`config.mk`:
```
export PLATFORM = sky130hd
export DESIGN_NAME = grid_matrix_scanner
export DESIGN_NICKNAME = d
export VERILOG_FILES = /design/src/rtl/gol_pkg.sv /design/src/rtl/gol_clk_div.sv /design/src/rtl/grid_matrix_scanner.sv
export SDC_FILE = /design/constraint.sdc
export NUM_CORES = 1
export LEC_CHECK = 0
export ABC_AREA = 1
export CAP_MARGIN = 25
export CORE_MARGIN = 4
export CORE_UTILIZATION = 54
export DETAILED_ROUTE_END_ITERATION = 10
export HOLD_SLACK_MARGIN = 0.12
export PLACE_DENSITY = 0.81
export SLEW_MARGIN = 10
export SYNTH_ARGS = -nofsm -noshare
export SYNTH_HDL_FRONTEND = slang
export SYNTH_HIERARCHICAL = 1
export SYNTH_SLANG_ARGS = --single-unit
```
`constraint.sdc`:
```
create_clock -name clka -period 2.4 [get_ports clka]
set_input_delay 0.48 -clock clka [delete_from_list [all_inputs] [get_ports clka]]
set_output_delay 0.48 -clock clka [all_outputs]
set_load 0.005 [all_outputs]
```
`src/rtl/gol_pkg.sv`:
```
// Shared types and helpers for the life-grid LED matrix scanner.
// Grid geometry, scanner state encoding and the cell index helper.
package gol_pkg;

   localparam int GRID_W   = 64;
   localparam int GRID_DIM = 8;

   typedef enum logic [2:0] {
      IDLE,
      LOAD,
      SHIFT,
      LATCH,
      HOLD
   } scan_state_t;

   // Cell (row, col) lives at row*8+col; cell 0 is top-left.
   function automatic logic [5:0] cell_index(
      input logic [2:0] row,
      input logic [2:0] col
   );
      return 6'(row) * 6'(GRID_DIM) + 6'(col);
   endfunction

endpackage

```
`src/rtl/gol_clk_div.sv`:
```
// Phase counter: counts TERM cycles per phase while run is high.
// Ports: clk, rst_n (async low), clear, run -> level (toggles per phase), strobe (last cycle of phase).
module gol_clk_div #(
   parameter int TERM = 4,
   parameter int W    = 2
)(
   input  logic clk,
   input  logic rst_n,
   input  logic clear,
   input  logic run,
   output logic level,
   output logic strobe
);

   localparam logic [W-1:0] LAST = W'(TERM - 1);

   logic [W-1:0] cnt;

   // Strobe marks the final cycle of a phase; the counter never
   // runs past LAST, it returns to zero on the strobe.
   assign strobe = run && (cnt == LAST);

   always_ff @(posedge clk or negedge rst_n) begin
      if (!rst_n) begin
         cnt   <= '0;
         level <= 1'b0;
      end else if (clear) begin
         cnt   <= '0;
         level <= 1'b0;
      end else if (run) begin
         if (strobe) begin
            cnt   <= '0;
            level <= ~level;
         end else begin
            cnt <= cnt + W'(1);
         end
      end
   end

endmodule

```
`src/rtl/grid_matrix_scanner.sv`:
```
// Snapshots the 64-cell life grid per frame and scans it onto an 8x8 LED matrix.
// Ports: clka, rst_n, grid[63:0], enable -> ser_data, ser_clk, ser_latch, row_sel[7:0], frame_done, busy.
module grid_matrix_scanner
   import gol_pkg::*;
#(
   parameter int CLK_DIV  = 4,
   parameter int ROW_HOLD = 1000
)(
   input  logic              clka,
   input  logic              rst_n,
   input  logic [GRID_W-1:0] grid,
   input  logic              enable,
   output logic              ser_data,
   output logic              ser_clk,
   output logic              ser_latch,
   output logic [7:0]        row_sel,
   output logic              frame_done,
   output logic              busy
);

   localparam int DIV_W  = (CLK_DIV > 1) ? $clog2(CLK_DIV) : 1;
   localparam int HOLD_W = $clog2(ROW_HOLD + 1);

   scan_state_t       state;
   logic [GRID_W-1:0] frame_buf;
   logic [2:0]        row;
   logic [2:0]        bitc;

   logic div_stb;
   logic hold_stb;
   logic hold_lvl_unused;
   logic in_load;
   logic in_shift;
   logic in_hold;
   logic bit_end;

   assign in_load  = (state == LOAD);
   assign in_shift = (state == SHIFT);
   assign in_hold  = (state == HOLD);

   // ser_clk is the divider's registered phase level; it is low on
   // entry to SHIFT and returns low after the high phase of bit 0.
   gol_clk_div #(
      .TERM (CLK_DIV),
      .W    (DIV_W)
   ) u_div (
      .clk    (clka),
      .rst_n  (rst_n),
      .clear  (in_load),
      .run    (in_shift),
      .level  (ser_clk),
      .strobe (div_stb)
   );

   gol_clk_div #(
      .TERM (ROW_HOLD),
      .W    (HOLD_W)
   ) u_hold (
      .clk    (clka),
      .rst_n  (rst_n),
      .clear  (in_load),
      .run    (in_hold),
      .level  (hold_lvl_unused),
      .strobe (hold_stb)
   );

   // A bit ends at the last cycle of its high phase.
   assign bit_end = div_stb && ser_clk;

   always_ff @(posedge clka or negedge rst_n) begin
      if (!rst_n) begin
         state      <= IDLE;
         frame_buf  <= '0;
         row        <= '0;
         bitc       <= '0;
         ser_data   <= 1'b0;
         ser_latch  <= 1'b0;
         row_sel    <= '0;
         frame_done <= 1'b0;
         busy       <= 1'b0;
      end else begin
         ser_latch  <= 1'b0;
         frame_done <= 1'b0;
         unique case (state)
            IDLE: begin
               ser_data <= 1'b0;
               row_sel  <= '0;
               if (enable) begin
                  state <= LOAD;
                  busy  <= 1'b1;
               end
            end
            LOAD: begin
               frame_buf <= grid;
               row       <= '0;
               bitc      <= 3'd7;
               row_sel   <= '0;
               // First bit comes straight from grid since
               // frame_buf only settles on this same edge.
               ser_data  <= grid[cell_index(3'd0, 3'd7)];
               state     <= SHIFT;
            end
            SHIFT: begin
               if (bit_end) begin
                  if (bitc == 3'd0) begin
                     ser_latch <= 1'b1;
                     ser_data  <= 1'b0;
                     state     <= LATCH;
                  end else begin
                     bitc     <= bitc - 3'd1;
                     ser_data <= frame_buf[
                        cell_index(row, bitc - 3'd1)];
                  end
               end
            end
            LATCH: begin
               row_sel <= 8'd1 << row;
               state   <= HOLD;
            end
            HOLD: begin
               if (hold_stb) begin
                  row_sel <= '0;
                  if (row != 3'd7) begin
                     row      <= row + 3'd1;
                     bitc     <= 3'd7;
                     ser_data <= frame_buf[
                        cell_index(row + 3'd1, 3'd7)];
                     state    <= SHIFT;
                  end else begin
                     frame_done <= 1'b1;
                     if (enable) begin
                        state <= LOAD;
                     end else begin
                        state <= IDLE;
                        busy  <= 1'b0;
                     end
                  end
               end
            end
            default: begin
               state <= IDLE;
               busy  <= 1'b0;
            end
         endcase
      end
   end

endmodule
```
==> out/qor.yml <==
worst_setup_path:
  cp_slowest_cell: "dfrtp_1"
  crit_top_cell: "nor2_2"
  worst_ep_required_time_ps: 2680
  cp_slowest_stage_delay_ps: 440
  cp.arrival_ps: 2330
  worst-path-buf-inv: 2
  startpoint_type: "register"
  critical_path_class: "reg -> reg"
  crit_fanout: 6
  crit_chain: "nor2_2, inv_2, nor2_4, nand2_1, nor2_2, nand3_4, inv_1, nor2_2, nor2_2, nand2_2, nor3b_4, o21ai_0, o21ai_0"
  endpoint_kind: "register"
  critPathTopFamily: "simple AND/OR/NAND/NOR gates"
logic_synthesis:
  yosys_warnings: 6
  synthCells: 650
  synth_area_um2: 4976
  avgSynthCellArea_um2: 7.655
  syn_nets: 727
cts:
  cts_resized: 0
  cts_tree: "built"
  clk-insertion-delay-late_ps: 360
  cts-buffers-inserted: 9
  cts_root_buf: "clkbuf_8"
  clk_pin_slew_ps: 100
  cts_sinks: 98
  h-tree-depth: 3
  clock_path_buffers: 2
global_route:
  met2_usage_pct: 37.05
  grt_pass1_wl_mm: 20.11
  grt_overflow: 0
  grt_usage_pct: 22.36
  grt_max_degree: 52
  antenna_found_initial: 0
  grt.met3_usage_pct: 3.662
  first_global_vias: 4432
  grt_busiest_layer: "met2"
  use_met1_pct: 29.76
timing:
  setup_viol: 0
  hold_slack_ps: 488.9
  clock.fmax_ghz: 0.4887
  tightest_slew_ps: 561.2
  min_period_ps: 2046
  rsz0062_at_grt: "no"
  drv_slew: 0
  period_share_pct: 85.26
  relSlewSlack_pct: 62.59
  hold_viol: 0
  skew_ps: 7.384
  fin_tns_setup_ps: 0
power:
  p_comb_share_pct: 5.0
  leakage_uw: 0.002879
  p_sw_share_pct: 21.63
  p_seq_share_pct: 57.1
  ir_drop_mv: 0.2845
  p_int_uw: 2263
  switching_power_uw: 624.4
  finalPower_uw: 2887
  p_per_area_nw_per_um2: 475.6
  clkPwrFrac_pct: 37.8
routing:
  vias: 4437
  wire_per_inst_um: 14.01
  post_drt_via_cell_ratio: 5.282
  postRouteAntennaNets: 0
  finalWirelength_mm: 11.77
  initialDrtViolationCount: 227
  drcViolationCount: 0
  firstDrtPassIters: 5
final_layout:
  drive_gt1_share_pct: 9.016
  fin_nets: 804
  area_growth_pct: 22.00
  fill_cells: 757
  stdcell_count: 840
  antennaDiodeCount: 0
  utilization_pct: 68.61
floorplan:
  ios: 80
  die_area_um2: 10820
  die_h_um: 104.0
  die_x_um: 104.0
  placementRows: 34
  design.core.area_um2: 8848
  start_util_pct: 56.24
outcome:
  outcome: "complete, no violations"
placement:
  globalplace.congestion: 0.8761
  placed_cells: 823
  numPortBuffers: 79
  hpwl_mm: 8.632
job:
  cap_violations: 0
hold_path:
  hold_class: "reg -> reg"
[timing repair]
| action | 4_1_cts | 5_1_grt |
|---|---|---|
| endpoints found under the hold margin | 7 | 0 |
| hold buffers | 1 | 0 |
| setup buffers | 0 | 0 |
[power groups by stage]
| stage | Combinational [uW] | Sequential [uW] | Clock [uW] |
|---|---|---|---|
| 6_report | 145 | 1650 | 1090 |
| 5_1_grt | 158 | 1650 | 1190 |
| 4_1_cts | 148 | 1650 | 1110 |
| 3_5_place_dp | 147 | 1680 | 0 |
| 3_3_place_gp | 144 | 1680 | 0 |
| 2_1_floorplan | 0.615 | 1680 | 0 |
[registers in the layout (all words and copies together) (netlist names)]
register / flops
bitc: 3
busy: 1
frame_buf: 64
frame_done: 1
row: 3
row_sel: 8
ser_data: 1
ser_latch: 1
state: 3
u_div/cnt: 2
u_div/level: 1
u_hold/cnt: 10
[final timing paths]
kind | start | endpoint | slack [ps] | depth (start not counted)
max | state[0] | bitc[2] | 350 | 13
min | frame_buf[8] | frame_buf[8] | 490 | 2
max reg2reg | state[0] | bitc[2] | 350 | 13
min reg2reg | frame_buf[8] | frame_buf[8] | 490 | 2
max in group asynchronous | rst_n | row[2] | 1020 | 3
min in group asynchronous | rst_n | frame_buf[21] | 640 | 2
[cell type report]
class / instances / area [um^2] / share of cell area [%]
well taps: 108 / 135.1 / 2.226
clock inverters: 5 / 62.56 / 1.031
clock buffers: 11 / 141.4 / 2.329
inverters: 36 / 140.1 / 2.308
multi-input cells: 490 / 2251 / 37.08
flip-flops and latches: 98 / 2452 / 40.40
repair buffers: 92 / 888.4 / 14.63
[worst min-delay path, stage by stage (launching register included)]
cell,delay [ps]
dfrtp_1,360
nand2_1,60
nand2_1,50
[layer usage]
metal  up-vias  share of wire, %
met5         -                 0
met4         0               1.7
met3        19               5.0
met2       129                48
met1      2094                45
li1       2195                 -
[layout by cell type, fill, tap and decap left out, types with 2 or more instances in the layout]
cell type / instances
clkdlybuf4s50_1: 78
a32o_1: 6
nor3_1: 2
o21ai_2: 2
nor2_1: 26
o21ai_1: 3
nor2_2: 9
clkbuf_8: 10
buf_4: 13
clkinv_1: 2
inv_1: 23
o21ai_0: 13
o22ai_1: 4
nand2_4: 2
a21oi_1: 8
dfrtp_1: 98
nor2_4: 3
inv_4: 2
nand2_1: 324
nand2_2: 7
inv_2: 9
ha_1: 10
clkinvlp_4: 2
nand3b_1: 2
xor2_1: 2
nand3_1: 60
[stage by stage]
stage | setup slack, ps | area (um^2)
floorplan | 273.1 | 4976
global placement | 455.9 | 5857
detailed placement | 352.6 | 5857
CTS | 351.8 | 6071
global route | 118.4 | 6071
finish | 353.8 | 6071
No activity file was read; power rests on OpenSTA's default activity.
